==> src/rtl/prefetch_unit.sv <==
// prefetch_unit: pipelined Avalon-MM instruction prefetcher.
// Keeps up to DEPTH reads in flight, buffers responses in an in-order FIFO and
// presents {pc, instr} pairs to decode. Redirect flushes the FIFO and discards
// every response still owed by the bus for pre-redirect reads.
module prefetch_unit #(
   parameter int                ADDR_W   = 32,
   parameter int                DATA_W   = 32,
   parameter int                DEPTH    = 4,
   parameter logic [ADDR_W-1:0] RESET_PC = '0
) (
   input  logic                clk,
   input  logic                rst,
   input  logic                redirect,
   input  logic [ADDR_W-1:0]   redirect_pc,
   output logic                out_valid,
   input  logic                out_ready,
   output logic [ADDR_W-1:0]   out_pc,
   output logic [DATA_W-1:0]   out_instr,
   output logic                instruction_manager_read,
   output logic [ADDR_W-1:0]   instruction_manager_address,
   output logic [DATA_W/8-1:0] instruction_manager_byteenable,
   input  logic                instruction_manager_waitrequest,
   input  logic                instruction_manager_readdatavalid,
   input  logic [DATA_W-1:0]   instruction_manager_agent_to_host
);

   localparam int STEP = DATA_W / 8;
   localparam int LSB  = $clog2(STEP);
   localparam int CW   = $clog2(DEPTH + 1);
   localparam int PW   = $clog2(DEPTH);

   localparam logic [ADDR_W-1:0] STEP_A  = ADDR_W'(STEP);
   localparam logic [ADDR_W-1:0] ALIGN_M = {ADDR_W{1'b1}} << LSB;
   localparam logic [CW:0]       DEPTH_W = (CW + 1)'(DEPTH);

   logic              read_q;
   logic [ADDR_W-1:0] address_q;
   logic [ADDR_W-1:0] fetch_pc;
   logic [ADDR_W-1:0] resp_pc;
   logic [CW-1:0]     inflight;
   logic [CW-1:0]     drop;
   logic [CW-1:0]     count;
   // set while the bus still holds a command that was issued before a redirect
   logic              stale;

   logic [ADDR_W-1:0] pc_mem    [DEPTH];
   logic [DATA_W-1:0] instr_mem [DEPTH];
   logic [PW-1:0]     wr_ptr;
   logic [PW-1:0]     rd_ptr;

   logic              accept;
   logic              held;
   logic              drop_hit;
   logic              push;
   logic              pop;
   logic              issue;
   logic [ADDR_W-1:0] target_pc;
   logic [CW-1:0]     inflight_nx;
   logic [CW-1:0]     count_nx;
   logic [CW-1:0]     drop_nx;
   logic              stale_nx;
   logic [ADDR_W-1:0] fetch_nx;
   logic [ADDR_W-1:0] resp_nx;

   assign instruction_manager_read       = read_q;
   assign instruction_manager_address    = address_q;
   assign instruction_manager_byteenable = '1;

   assign out_valid = (count != '0);
   assign out_pc    = pc_mem[rd_ptr];
   assign out_instr = instr_mem[rd_ptr];

   // Next-state arithmetic for counters, fetch/response addresses and issue credit
   always_comb begin
      accept      = read_q && !instruction_manager_waitrequest;
      held        = read_q && instruction_manager_waitrequest;
      drop_hit    = instruction_manager_readdatavalid && (drop != '0);
      push        = instruction_manager_readdatavalid && (drop == '0) && !redirect;
      pop         = out_valid && out_ready && !redirect;
      target_pc   = redirect_pc & ALIGN_M;

      inflight_nx = inflight + CW'(accept) - CW'(instruction_manager_readdatavalid);
      count_nx    = count + CW'(push) - CW'(pop);
      drop_nx     = drop - CW'(drop_hit) + CW'(accept && stale);
      stale_nx    = stale && !accept;
      fetch_nx    = (accept && !stale) ? fetch_pc + STEP_A : fetch_pc;
      resp_nx     = push ? resp_pc + STEP_A : resp_pc;

      // everything still owed by the bus after this edge belongs to the old stream
      if (redirect) begin
         count_nx = '0;
         drop_nx  = inflight_nx;
         stale_nx = held;
         fetch_nx = target_pc;
         resp_nx  = target_pc;
      end

      // credit: reads in flight + buffered words + the new command never exceed DEPTH
      issue = !held && (({1'b0, inflight_nx} + {1'b0, count_nx}) < DEPTH_W);
   end

   // Bus command register: held under waitrequest, otherwise reloaded from credit
   always_ff @(posedge clk or negedge rst) begin
      if (!rst) begin
         read_q    <= 1'b0;
         address_q <= RESET_PC;
      end else if (!held) begin
         read_q <= issue;
         if (issue) begin
            address_q <= fetch_nx;
         end
      end
   end

   // Fetch/response bookkeeping and in-flight/drop/occupancy counters
   always_ff @(posedge clk or negedge rst) begin
      if (!rst) begin
         fetch_pc <= RESET_PC;
         resp_pc  <= RESET_PC;
         inflight <= '0;
         drop     <= '0;
         count    <= '0;
         stale    <= 1'b0;
      end else begin
         fetch_pc <= fetch_nx;
         resp_pc  <= resp_nx;
         inflight <= inflight_nx;
         drop     <= drop_nx;
         count    <= count_nx;
         stale    <= stale_nx;
      end
   end

   // FIFO pointers; a redirect empties the buffer by rewinding both
   always_ff @(posedge clk or negedge rst) begin
      if (!rst) begin
         wr_ptr <= '0;
         rd_ptr <= '0;
      end else if (redirect) begin
         wr_ptr <= '0;
         rd_ptr <= '0;
      end else begin
         if (push) begin
            wr_ptr <= wr_ptr + PW'(1);
         end
         if (pop) begin
            rd_ptr <= rd_ptr + PW'(1);
         end
      end
   end

   // FIFO storage; cleared on reset so out_pc/out_instr read back as zero
   always_ff @(posedge clk or negedge rst) begin
      if (!rst) begin
         for (int i = 0; i < DEPTH; i++) begin
            pc_mem[i]    <= '0;
            instr_mem[i] <= '0;
         end
      end else if (push) begin
         pc_mem[wr_ptr]    <= resp_pc;
         instr_mem[wr_ptr] <= instruction_manager_agent_to_host;
      end
   end

endmodule

==> config.mk <==
export PLATFORM = sky130hd
export DESIGN_NAME = prefetch_unit
export DESIGN_NICKNAME = d
export VERILOG_FILES = /design/src/rtl/prefetch_unit.sv
export SDC_FILE = /design/constraint.sdc
export NUM_CORES = 1
export LEC_CHECK = 0
export BUFFER_PORTS_ARGS = -buffer_cell sky130_fd_sc_hd__buf_4
export CORE_UTILIZATION = 25
export CTS_CLUSTER_DIAMETER = 50
export CTS_CLUSTER_SIZE = 20
export DETAILED_ROUTE_END_ITERATION = 8
export GPL_TIMING_DRIVEN = 0
export MAX_ROUTING_LAYER = met4
export SLEW_MARGIN = 20
export SYNTH_ARGS = -nofsm -noshare
export SYNTH_HDL_FRONTEND = slang
export SYNTH_SLANG_ARGS = --single-unit
==> constraint.sdc <==
create_clock -name clk -period 4.7 [get_ports clk]
set_clock_uncertainty 0.15 [all_clocks]
set_input_delay 0.94 -clock clk [delete_from_list [all_inputs] [get_ports clk]]
set_output_delay 0.94 -clock clk [all_outputs]
set_load 0.02 [all_outputs]
==> results.py <==
metrics = {
    "outcome": {
        "status": "finished, final reports clean",
    },
    "sta": {
        "fin_crit_sh": 0.950,
        "worst_slew_pin_slew_ns": 0.829,
        "final.min_clock_period_ns": 4.47,
        "fmax_ghz": 0.224,
        "setup-violations-final": 0,
        "worst_slew_margin_rel": 0.447,
        "grt_setup_unrepaired": "no",
        "slew_viol_final": 0,
        "timing.final.hold_violations": 0,
    },
    "run": {
        "cap_violations": 0,
    },
    "floorplanning": {
        "height_of_the_chip_um": 260,
        "initial_core_util": 0.253,
        "fp-row-count": 94,
        "dieWidth_um": 260,
        "top_level_ports": 172,
        "core-area_mm2": 0.0659,
        "die_area_mm2": 0.0676,
    },
    "drt": {
        "num_vias": 10500,
        "remaining_drc_errors": 0,
        "routed_via_density": 4.58,
        "detail_route.iter0.violations": 613,
        "routed_wire_length_per_instance_um": 18.9,
        "drt_pre_antenna_iters": 5,
        "antenna_left": 0,
        "route.final.wire_length_mm": 43.4,
    },
    "clock_network": {
        "clock_latency_at_the_later_pin_of_the_worst_skew_pair_ns": 0.58,
        "clk_transition_reported_paths_ns": 0.07,
        "hold_buffer_count_at_cts": 0,
        "clkSinkCount": 357,
        "cts-root-buf": "sky130_fd_sc_hd__clkbuf_16",
        "cts-root-to-sink-buffers": 3,
        "number_of_clock_buffers_inserted_by_tritoncts": 45,
        "cts_htree_levels": 2,
        "post_cts.repair.setup_buffers": 0,
        "tritoncts": "yes",
        "cts.repair.resized": 6,
    },
    "logic_synthesis": {
        "synth.distinct_cells": 65,
        "ys_dominant_reg_cell": "sky130_fd_sc_hd__dfrtp_1",
        "post_synth_inst_count": 1183,
        "synth_seq_cells": 357,
        "synth.avg_cell_area_um2": 14.1,
        "synth.yosys.seq_area_share": 0.536,
        "synth_edf_count": 0,
        "async_flop_share": 1.00,
        "synth_area_mm2": 0.0167,
        "synth_warnings": 0,
    },
    "global_routing": {
        "grt_first_pass_wirelength_mm": 67.7,
        "grt_antenna_before_repair": 0,
        "pin_count_of_the_biggest_net_entering_global_routing": 97,
        "grt_use_total": 0.135,
        "overflow": 0,
        "grt_pass1_vias": 11300,
    },
    "critical_path": {
        "minimum_setup_slack_among_reg_to_reg_paths_ns": 0.33,
        "worst_setup_path_start_kind": "primary input",
        "cp_data_arrival_time_ns": 4.77,
        "timing.critical_path.max_delay_family": "buffers and inverters",
        "cp_cell_sequence": "buf_4 -> clkbuf_4 -> buf_4 -> clkbuf_4 -> nor2_1 -> ha_1 -> inv_1 -> ha_1 -> inv_1 -> fa_1 -> xor2_1 -> xnor2_1 -> nor2_1 -> ha_1 -> nor3_4 -> and3_1 -> clkbuf_4 -> buf_4 -> mux2_2",
        "endpoint_type_of_the_worst_setup_path": "flip-flop",
        "critical_path_required_ns": 5.00,
        "crit_type": "in2reg",
        "critPathMaxStageDelay_ns": 0.37,
        "path_max_fanout": 10,
        "timing.critical_path.slowest_stage_cell": "sky130_fd_sc_hd__fa_1",
        "critPathBufInv": 8,
    },
    "placed_design": {
        "place.gp.congestion": 0.801,
        "placement_cell_area_mm2": 0.0191,
        "detailedPlacementHpwl_mm": 30.9,
        "port-buffer-count": 163,
    },
    "finish": {
        "post_route_cells_drive_above_1_share": 0.468,
        "final_cell_area_excluding_filler_cells_mm2": 0.0207,
        "layout_commonest_cell": "sky130_fd_sc_hd__dfrtp_1",
        "antennaDiodeCount": 0,
        "most-common-layout-cells": "357 x sky130_fd_sc_hd__dfrtp_1, 280 x sky130_fd_sc_hd__mux2_2, 172 x sky130_fd_sc_hd__buf_4, 62 x sky130_fd_sc_hd__mux4_2, 59 x sky130_fd_sc_hd__nor2_1",
        "layout-area-overhead-vs-synth_pct": 24.4,
        "layout.core_utilization": 0.314,
        "nets_finish": 1487,
    },
    "power_and_ir_drop": {
        "power-per-cell-area_mw_per_mm2": 590,
        "worst_ir_drop_vdd_mv": 0.445,
        "p_leak_nw": 9.36,
    },
    "hold_path": {
        "worstHoldPathType": "in2async",
    },
}
final timing paths:
kind / endpoint / start / depth (start not counted)
setup reg to reg: instruction_manager_address[25]$_DFFE_PN0P_ / drop[1]$_DFF_PN0_ / 18
hold reg to reg: pc_mem[63]$_DFFE_PN0P_ / pc_mem[63]$_DFFE_PN0P_ / 1
hold / removal: instruction_manager_address[15]$_DFFE_PN0P_ / rst / 1
max in group asynchronous: instr_mem[11]$_DFFE_PN0P_ / rst / 3
setup / recovery: instruction_manager_address[25]$_DFFE_PN0P_ / redirect / 19
min in group clk: pc_mem[63]$_DFFE_PN0P_ / pc_mem[63]$_DFFE_PN0P_ / 1
metal layers:
| metal | up-vias | global-route usage | part of all wire |
|---|---|---|---|
| met2 | 241 | 0.220 | 0.49 |
| met4 | 0 | 0.0322 | 0.019 |
| met5 | - | - | 0 |
| li1 | 4757 | - | - |
| met1 | 5473 | 0.173 | 0.45 |
| met3 | 58 | 0.0245 | 0.043 |
worst reg2reg max path: stages, from the launching register on:
cell                       delay, ns
sky130_fd_sc_hd__dfrtp_1        0.44
sky130_fd_sc_hd__nor3_1         0.25
sky130_fd_sc_hd__nand2_1        0.22
sky130_fd_sc_hd__nor2_4         0.22
sky130_fd_sc_hd__inv_1          0.07
sky130_fd_sc_hd__ha_1           0.29
sky130_fd_sc_hd__inv_1          0.06
sky130_fd_sc_hd__ha_1           0.13
sky130_fd_sc_hd__inv_1          0.05
sky130_fd_sc_hd__fa_1           0.37
sky130_fd_sc_hd__xor2_1         0.20
sky130_fd_sc_hd__xnor2_1        0.17
sky130_fd_sc_hd__nor2_1         0.08
sky130_fd_sc_hd__ha_1           0.31
sky130_fd_sc_hd__nor3_4         0.25
sky130_fd_sc_hd__and3_1         0.19
sky130_fd_sc_hd__clkbuf_4       0.23
sky130_fd_sc_hd__buf_4          0.22
sky130_fd_sc_hd__mux2_2         0.35
cell type report:
class,count,area [µm²]
Sequential cell,357,8930
Buffer,82,627
Timing Repair Buffer,166,1310
Clock buffer,52,1230
Tap cell,864,1080
Multi-Input combinational cell,729,7070
Inverter,19,71.3
Clock inverter,32,379
Fill cell,6553,45100
cell families after synthesis:
family	count (synthesis)	share of synthesized area
multiplexers	345	0.275
AO/OA/AOI/OAI	77	0.0312
other	2	0.000451
AND/OR/NAND/NOR	239	0.0783
flip-flops	357	0.536
buffers and inverters	101	0.0408
XOR/XNOR	45	0.0237
adder cells (fa/ha/maj)	17	0.0141
state kept, by name, indices dropped and copies added (netlist names):
register                     count
pc_mem                         120
instruction_manager_address     32
resp_pc                         30
count                            3
drop                             3
instr_mem                      128
stale                            1
fetch_pc                        32
rd_ptr                           2
instruction_manager_read         1
inflight                         3
wr_ptr                           2
where the power goes:
part	switching (W)	total (W)	internal [W]	leakage, nW
combinational	0.00232	0.00443	0.00211	3.97
sequential	0.000406	0.00418	0.00377	4.61
clock	0.00153	0.00362	0.00209	0.779
synth_stat cells, types with 3 or more instances:
master | number | area share
sky130_fd_sc_hd__o21ai_0 | 7 | 0.0021
sky130_fd_sc_hd__mux4_2 | 62 | 0.084
sky130_fd_sc_hd__nor2b_1 | 17 | 0.0064
sky130_fd_sc_hd__nand4_1 | 20 | 0.0075
sky130_fd_sc_hd__mux2i_1 | 3 | 0.0018
sky130_fd_sc_hd__nor2_1 | 60 | 0.014
sky130_fd_sc_hd__xnor2_1 | 24 | 0.013
sky130_fd_sc_hd__buf_4 | 8 | 0.0036
sky130_fd_sc_hd__and2_1 | 4 | 0.0015
sky130_fd_sc_hd__dfrtp_1 | 357 | 0.54
sky130_fd_sc_hd__ha_1 | 14 | 0.011
sky130_fd_sc_hd__a41o_1 | 3 | 0.0018
sky130_fd_sc_hd__clkbuf_2 | 5 | 0.0015
sky130_fd_sc_hd__nand2_2 | 4 | 0.0015
sky130_fd_sc_hd__xor2_1 | 21 | 0.011
sky130_fd_sc_hd__a31oi_1 | 8 | 0.0030
sky130_fd_sc_hd__fa_1 | 3 | 0.0036
sky130_fd_sc_hd__clkbuf_1 | 21 | 0.0047
sky130_fd_sc_hd__mux2_2 | 280 | 0.19
sky130_fd_sc_hd__a21oi_1 | 28 | 0.0084
sky130_fd_sc_hd__nand2_1 | 44 | 0.0099
sky130_fd_sc_hd__and4_1 | 6 | 0.0032
sky130_fd_sc_hd__nand3_2 | 3 | 0.0018
sky130_fd_sc_hd__nand2b_1 | 3 | 0.0011
sky130_fd_sc_hd__and3_1 | 6 | 0.0023
sky130_fd_sc_hd__inv_1 | 18 | 0.0041
sky130_fd_sc_hd__nand3_1 | 19 | 0.0057
sky130_fd_sc_hd__nor4_1 | 14 | 0.0053
sky130_fd_sc_hd__or3_1 | 7 | 0.0026
sky130_fd_sc_hd__a221oi_1 | 4 | 0.0021
sky130_fd_sc_hd__buf_6 | 32 | 0.022
sky130_fd_sc_hd__buf_1 | 4 | 0.00090
sky130_fd_sc_hd__a21boi_0 | 5 | 0.0023
sky130_fd_sc_hd__nor3_1 | 12 | 0.0036
sky130_fd_sc_hd__buf_2 | 10 | 0.0030
sky130_fd_sc_hd__o31ai_1 | 11 | 0.0050
metrics by stage:
stage / hold WS [ns] / total power (W) / instances / setup WS (ns) / setup TNS [ns]
floorplan: 0.319 / 0.00695 / 1187 / 0.00799 / 0
global placement: 0.329 / 0.00856 / 2214 / -1.18 / -313.55
detailed placement: 0.324 / 0.00869 / 2217 / -1.26 / -34.65
CTS: 0.206 / 0.0124 / 2301 / 0.0326 / 0
global route: 0.236 / 0.0129 / 2301 / 0.00979 / 0
finish: 0.219 / 0.0122 / 2301 / 0.235 / 0
Note: power is estimated with default switching activity, not from simulation.
